File: config.mk
export PLATFORM = sky130hd
export DESIGN_NAME = cond_unit
export DESIGN_NICKNAME = d
export VERILOG_FILES = /design/src/rtl/cond_pkg.sv /design/src/rtl/cond_eval.sv /design/src/rtl/cond_unit.sv
export SDC_FILE = /design/constraint.sdc
export NUM_CORES = 1
export LEC_CHECK = 0
export BUFFER_PORTS_ARGS = -buffer_cell sky130_fd_sc_hd__buf_2
export CORE_AREA = 3 3 40 42
export DETAILED_ROUTE_END_ITERATION = 8
export DIE_AREA = 0 0 43 45
export SLEW_MARGIN = 5
export SYNTH_ARGS = -nofsm -noshare
export SYNTH_HDL_FRONTEND = slang
export SYNTH_HIERARCHICAL = 1
export SYNTH_SLANG_ARGS = --single-unit
File: constraint.sdc
create_clock -name clk -period 4.6 [get_ports clk]
set_clock_uncertainty 0.2 [all_clocks]
set_input_delay 0.23 -clock clk [delete_from_list [all_inputs] [get_ports clk]]
set_output_delay 0.23 -clock clk [all_outputs]
set_load 0.01 [all_outputs]
File: src/rtl/cond_pkg.sv
// Shared types and constants for the conditional-execution stage:
// condition encodings, NZCV bit positions and the flag write mask.
package cond_pkg;

  typedef enum logic [3:0] {
    EQ = 4'b0000,
    NE = 4'b0001,
    CS = 4'b0010,
    CC = 4'b0011,
    MI = 4'b0100,
    PL = 4'b0101,
    VS = 4'b0110,
    VC = 4'b0111,
    HI = 4'b1000,
    LS = 4'b1001,
    GE = 4'b1010,
    LT = 4'b1011,
    GT = 4'b1100,
    LE = 4'b1101,
    AL = 4'b1110,
    NV = 4'b1111
  } cond_e;

  localparam int FLAG_N = 3;
  localparam int FLAG_Z = 2;
  localparam int FLAG_C = 1;
  localparam int FLAG_V = 0;

  // [1] enables the N,Z half, [0] enables the C,V half
  typedef logic [1:0] flagw_t;

endpackage

File: src/rtl/cond_eval.sv
// Combinational condition evaluator: decides whether the instruction's
// condition field passes against the current NZCV flags.
module cond_eval
  import cond_pkg::*;
(
  input  logic [3:0] cond,
  input  logic [3:0] flags,
  output logic       cond_ex
);

  logic n, z, c, v;

  assign n = flags[FLAG_N];
  assign z = flags[FLAG_Z];
  assign c = flags[FLAG_C];
  assign v = flags[FLAG_V];

  always_comb begin
    cond_ex = 1'b0;
    case (cond_e'(cond))
      EQ: cond_ex = z;
      NE: cond_ex = !z;
      CS: cond_ex = c;
      CC: cond_ex = !c;
      MI: cond_ex = n;
      PL: cond_ex = !n;
      VS: cond_ex = v;
      VC: cond_ex = !v;
      HI: cond_ex = c && !z;
      LS: cond_ex = !c || z;
      GE: cond_ex = (n == v);
      LT: cond_ex = (n != v);
      GT: cond_ex = !z && (n == v);
      LE: cond_ex = z || (n != v);
      AL: cond_ex = 1'b1;
      NV: cond_ex = 1'b0;
      default: cond_ex = 1'b0;
    endcase
  end

endmodule

File: src/rtl/cond_unit.sv
// NZCV flag register plus condition gating of PC/RF/DMEM requests.
// Optional saturating execute/squash counters when COND_STATS_EN is defined.
module cond_unit
  import cond_pkg::*;
#(
  parameter int CNT_W = 32
) (
  input  logic             clk,
  input  logic             rst_n,
  input  logic             instr_valid,
  input  logic [3:0]       cond,
  input  logic [3:0]       alu_flags,
  input  flagw_t           flag_w,
  input  logic             no_write,
  input  logic             pc_src_in,
  input  logic             rf_en_in,
  input  logic             d_en_in,
  output logic             pc_src,
  output logic             rf_en,
  output logic             d_en,
  output logic             cond_ex,
  output logic [3:0]       flags
`ifdef COND_STATS_EN
  ,
  input  logic             stat_clr,
  output logic [CNT_W-1:0] exec_cnt,
  output logic [CNT_W-1:0] squash_cnt
`endif
);

  logic [3:0] flag_q;
  logic       flag_we;

  cond_eval u_eval (
    .cond    (cond),
    .flags   (flag_q),
    .cond_ex (cond_ex)
  );

  assign flags   = flag_q;
  assign flag_we = instr_valid && cond_ex;

  // Requests are held off for the whole reset window, not just at edges
  assign pc_src = rst_n && pc_src_in && cond_ex;
  assign rf_en  = rst_n && rf_en_in && cond_ex && !no_write;
  assign d_en   = rst_n && d_en_in && cond_ex;

  always_ff @(posedge clk or negedge rst_n) begin
    if (!rst_n) begin
      flag_q <= 4'b0000;
    end else if (flag_we) begin
      if (flag_w[1]) begin
        flag_q[FLAG_N] <= alu_flags[FLAG_N];
        flag_q[FLAG_Z] <= alu_flags[FLAG_Z];
      end
      if (flag_w[0]) begin
        flag_q[FLAG_C] <= alu_flags[FLAG_C];
        flag_q[FLAG_V] <= alu_flags[FLAG_V];
      end
    end
  end

`ifdef COND_STATS_EN
  always_ff @(posedge clk or negedge rst_n) begin
    if (!rst_n) begin
      exec_cnt   <= '0;
      squash_cnt <= '0;
    end else if (stat_clr) begin
      exec_cnt   <= '0;
      squash_cnt <= '0;
    end else if (instr_valid) begin
      if (cond_ex && (exec_cnt != {CNT_W{1'b1}}))
        exec_cnt <= exec_cnt + 1'b1;
      if (!cond_ex && (squash_cnt != {CNT_W{1'b1}}))
        squash_cnt <= squash_cnt + 1'b1;
    end
  end
`endif

endmodule

Word level (Yosys, flattened, before mapping)
Index checks and enable logic that the tools add are counted.
Operators by class
  $add $sub $neg: 0
  multipliers: 0
  div/mod/pow operators: 0
  magnitude comparators: 0
  equality and inequality tests: 17
  shift-type cells: 0
  mux-type cells: 1
  bitwise gates (word level): 0
  reduce and logical (&&, ||, !) cells: 20
Operators with widths (count)
  $eq 4x4->1 const B: 8
  $eq 4x3->1 const B: 4
  $pmux 1 s16: 1
  $logic_and 1x1->1: 10
  $eq 4x2->1 const B: 2
  $logic_not 1->1: 5
  $eq 4x1->1 const B: 1
  $logic_not 4->1: 1
  $reduce_and 2->1: 2
  $logic_or 1x1->1: 2
  $eq 1x1->1: 1
  $ne 1x1->1: 1
Storage, ports and cells
  register bits: 4
  latch bits: 0
  RAM bits: 0
  ROM bits: 0
  input bits: 17
  output and inout bits: 8
  logic and storage cells: 40
  memories kept: 0

Longest topological paths before layout
  word-level depth: 5
  depth in mapped cells: 8
  depth with buffers taken out: 7

By module
Netlist, hierarchy kept.
By module, submodules not included
  cond_unit: times used 1, cells each 13, area each 181.4 um^2, seq. area each 100.1 um^2
  cond_eval: times used 1, cells each 23, area each 155.1 um^2, seq. area each 0.0 um^2

Least setup slack after synthesis
No wires, ideal clock.
  kind: reg-to-reg
  from: reg flag_q[3] (netlist: flags[3])
  to: reg flag_q[1] (netlist: flags[1])
  setup time: 128 ps
  data arrival time: 2068 ps
  data required time: 4272 ps
  slack: 2204 ps
  stages on the path, launching flop included: 8
  path buffers: 0
  period minus slack after synthesis: 2396 ps
  path through: dfrtp_1 > xor2_1 > xor2_1 > a2111oi_1 > a311oi_1 > o22ai_1 > nand3_1 > mux2_1
On the way
  cells in the longest elaborated chain, start to end: 5
  elaborated cells on any way between the ends: 8
  classes of those cells: eq/ne (2); mux (1); reduce/logical (5)
Ends and longest elaborated chain
  from (decl): line cond_unit.sv:31  | logic [3:0] flag_q;
  from (signal, indexed assignment): line cond_unit.sv:53  | flag_q[FLAG_N] <= alu_flags[FLAG_N];
  from (signal, indexed assignment): line cond_unit.sv:54  | flag_q[FLAG_Z] <= alu_flags[FLAG_Z];
  from (signal, indexed assignment): line cond_unit.sv:57  | flag_q[FLAG_C] <= alu_flags[FLAG_C];
  $ne 1x1->1 / $eq 1x1->1 (equally long branches)
  $logic_or 1x1->1 / $logic_and 1x1->1 (equally long branches): line cond_eval.sv:34, cond_eval.sv:33
  $pmux 1 s16 *: line cond_eval.sv:20  | case (cond_e'(cond))
  net cond_ex: line cond_unit.sv:21  | output logic cond_ex,
  $logic_and 1x1->1 *: line cond_unit.sv:41  | assign flag_we = instr_valid && cond_ex;
  $reduce_and 2->1 (no line) *
Mark *: on every way through the listed nets, which the timed path passes. The rest lies on a longest branch.
A chain may end at the register's enable or synchronous reset.

Worst setup path in the final report
  from: reg flag_q[3] (netlist: flags[3])
  to: out rf_en
On the way
  cells in the longest elaborated chain, start to end: 5
  elaborated cells on any way between the ends: 8
  classes of those cells: eq/ne (2); mux (1); reduce/logical (5)
Ends and longest elaborated chain
  $ne 1x1->1 / $eq 1x1->1 (equally long branches)
  $logic_or 1x1->1 / $logic_and 1x1->1 (equally long branches): line cond_eval.sv:34, cond_eval.sv:33
  $pmux 1 s16 *: line cond_eval.sv:20
  $logic_and 1x1->1 * (2 in a row): line cond_unit.sv:45  | assign rf_en = rst_n && rf_en_in && cond_ex && !no_write;
  to (decl): line cond_unit.sv:19  | output logic rf_en,
Mark *: on every way between the ends. The rest lies on a longest branch, timed or not.

==> flow_summary.toml <==
[finish]
largest_reg_flops = 4
syn_to_final_growth_pct = 47.6
filler_cell_count = 128
final_layout_size_suffix_gt1_share_pct = 48.4
antennaDiodeCount = 0
final_net_count = 81

[cts]
htreeDepth = 1
root_buffer = "clkbuf_4"
cts_buffer_depth = 2
clkSlewWorstSetupHoldPaths_ns = 0.03
worstSkewPairLatency_ns = 0.23
cts_tree = "built"
cts_buffers = 3
cts.sinks = 4
post_cts_buffers = 0

[die]
dieArea_mm2 = 0.00194
die_w_um = 43
num_rows = 13
core_area_mm2 = 0.00128
num_io_pins = 25
die_h_um = 45
start_util_pct = 26.2

[worst_setup_path]
slowest_stage = "dfrtp_1"
cp_data_required_time_ns = 4.17
reg2reg_to = "flags[2]"
path_common_cell = "xor2_1"
worstSetupPathType = "reg2out"
worst_setup_path_end_kind = "primary output"
r2r_slack_ns = 2.15
crit_arrival_ns = 2.24
crit_chain = "xor2_1 -> xor2_1 -> a2111oi_1 -> a311oi_1 -> o22ai_1 -> and4b_2 -> buf_2"
rr_startpoint = "flags[3]"
cp-start-kind = "register"
max_stage_delay_ns = 0.39
path_max_fanout = 6
critPathBufInv = 1
path_delay_family = "compound AO/OA/AOI/OAI gates"
r2r_cells = 7

[synthesis]
synth-edff-count = 0
synth_common_cells = "dfrtp_1 (4), mux2_1 (4), a21oi_1 (3), xor2_1 (3)"
yosysSeqAreaShare_pct = 29.7
syn_area_um2 = 337
synth_top_area_share_pct = 29.7
synth_top_cell_by_area = "dfrtp_1"
syn_area_per_cell_um2 = 9.35
synth_area_leaders = "dfrtp_1 (30%), mux2_1 (13%), xor2_1 (7.8%), a21oi_1 (4.5%), and3_2 (4.5%)"
synth_flop_cell = "dfrtp_1"
ys_warn_count = 6
synthArstFlopShare_pct = 100
synth_seq_cells = 4
ys_types = 23
synthCells = 36
syn_nets = 53

[worst_hold_path]
hold_depth = 2
hold_path.class = "in2reg"
holdCritStartpoint = "alu_flags[1]"
hold_end = "flags[1]"

[detailed_routing]
wirelength_um = 815
drcViolationCount = 0
ant_nets = 0
avgRoutedWirePerCell_um = 10.6
viasPerCell = 4.83
firstDrtPassIters = 4
drtIter0Drc = 2
num_vias = 372

[power_and_ir_drop]
power_density_mw_per_mm2 = 483
netSwitchingFraction_pct = 40.3
switching_power_w = 0.0000966
power_frac_comb_pct = 50.6
vdd_drop_max_uv = 214
clock_power_share_pct = 17.4
p_int_w = 0.000143
p_seq_share_pct = 31.9
p_leak_nw = 0.248

[placement]
pre_cts_slack_ns = 2.16
gp_congestion = 0.680
place.detailed.hpwl_um = 681
io_buffer_count = 24

[sta]
tns_ns = 0
slew_headroom_pct = 70.5
setup_ws_ns = 1.93
rsz0062_at_grt = "false"
drv_slew = 0
post-route-min-period_ns = 2.67
tightest_slew_ns = 0.442
finalCritPeriodShare_pct = 58.0
clock.fmax_mhz = 375
finalHoldViolCount = 0
setup_viol = 0

[global_routing]
grt_pass1_vias = 360
grt_overflow = 0
grt_antenna_before_repair = 0
grt_pass1_wl_um = 1370
grt_usage_pct = 9.50
grt_max_degree = 9

[job]
drv_cap = 0

[outcome]
status = "complete, no violations"
final cells by class:
class                      count  area [um^2]  share of cell area [%]
clock buffer                   3         22.5                    4.53
multi-input combinational     29          221                    44.6
tap                           15         18.8                    3.78
sequential                     4          100                    20.2
timing repair buffer          25          130                    26.2
inverter                       1         3.75                   0.756
per-layer routing:
layer  share of wire [%]  GRT usage [%]  wire, um
met1                  35           9.66       284
met2                  55           15.6       445
met3                  10           2.79        85
met4                   0           9.04         0
met5                   0              0         0
power groups by stage:
stage / registers (W) / clock network (W) / logic (W)
after floorplan: 0.0000822 / 0 / 0.0000726
after global placement: 0.0000768 / 0 / 0.000122
after detailed placement: 0.0000785 / 0 / 0.000122
after CTS: 0.0000779 / 0.0000442 / 0.000123
after global routing: 0.0000809 / 0.0000464 / 0.000137
final: 0.0000765 / 0.0000418 / 0.000121
cells by family (layout without fill, tap and decap cells):
family / Yosys count / after routing / share of synthesized area (%)
multiplexers: 5 / 5 / 16.4
AO/OA/AOI/OAI: 9 / 9 / 18.2
buffers and inverters: 3 / 29 / 4.46
XOR/XNOR: 4 / 4 / 10.4
AND/OR/NAND/NOR: 11 / 11 / 20.8
flip-flops: 4 / 4 / 29.7
placed cells by master (no fill, tap or decap), drive strengths merged:
| master | instances |
|---|---|
| a21oi | 3 |
| mux2 | 4 |
| nor2b | 1 |
| xor2 | 3 |
| mux2i | 1 |
| nor2 | 2 |
| a2111oi | 1 |
| dfrtp | 4 |
| a211oi | 1 |
| clkbuf | 3 |
| a311oi | 1 |
| buf | 24 |
| nor4b | 1 |
| and3 | 2 |
| nand2b | 1 |
| xnor2 | 1 |
| dlygate4sd3 | 1 |
| o21ai | 1 |
| nor3 | 1 |
| o22a | 1 |
| inv | 1 |
| nand3 | 2 |
| o22ai | 1 |
| and4b | 1 |
worst register-to-register path, cell delays in order (launching register included):
cell	delay [ns]
dfrtp_1	0.39
xor2_1	0.28
xor2_1	0.10
a2111oi_1	0.39
a311oi_1	0.08
o22ai_1	0.36
nand3_1	0.19
mux2_1	0.34
how the worst max path moves through the flow:
stage | start | endpoint | slack (ns) | depth (start not counted)
after floorplan | flags[3] | flags[1] | 2.20 | 7
after global placement | flags[3] | flags[3] | 2.17 | 7
after detailed placement | flags[3] | flags[2] | 2.16 | 7
after CTS | flags[3] | rf_en | 1.94 | 7
after global routing | flags[0] | rf_en | 1.76 | 7
final | flags[3] | rf_en | 1.93 | 7
metrics by stage:
stage	utilization, %	power [W]	hold slack [ns]	instance area [um^2]	instances
after floorplan	-	0.000155	-0.266	337	36
after global placement	36.1	0.000198	-0.146	464	73
after detailed placement	36.1	0.000200	-0.147	464	73
after CTS	38.7	0.000245	0.00693	497	77
after global routing	38.7	0.000264	0.0183	497	77
final	38.7	0.000240	0.0140	497	77
timing repair:
item	4_1_cts	5_1_grt
setup endpoints to repair	0	0
hold endpoints to repair	4	0
hold buffers	1	0
gates resized for setup	0	0
(Power assumes the default switching activity.)
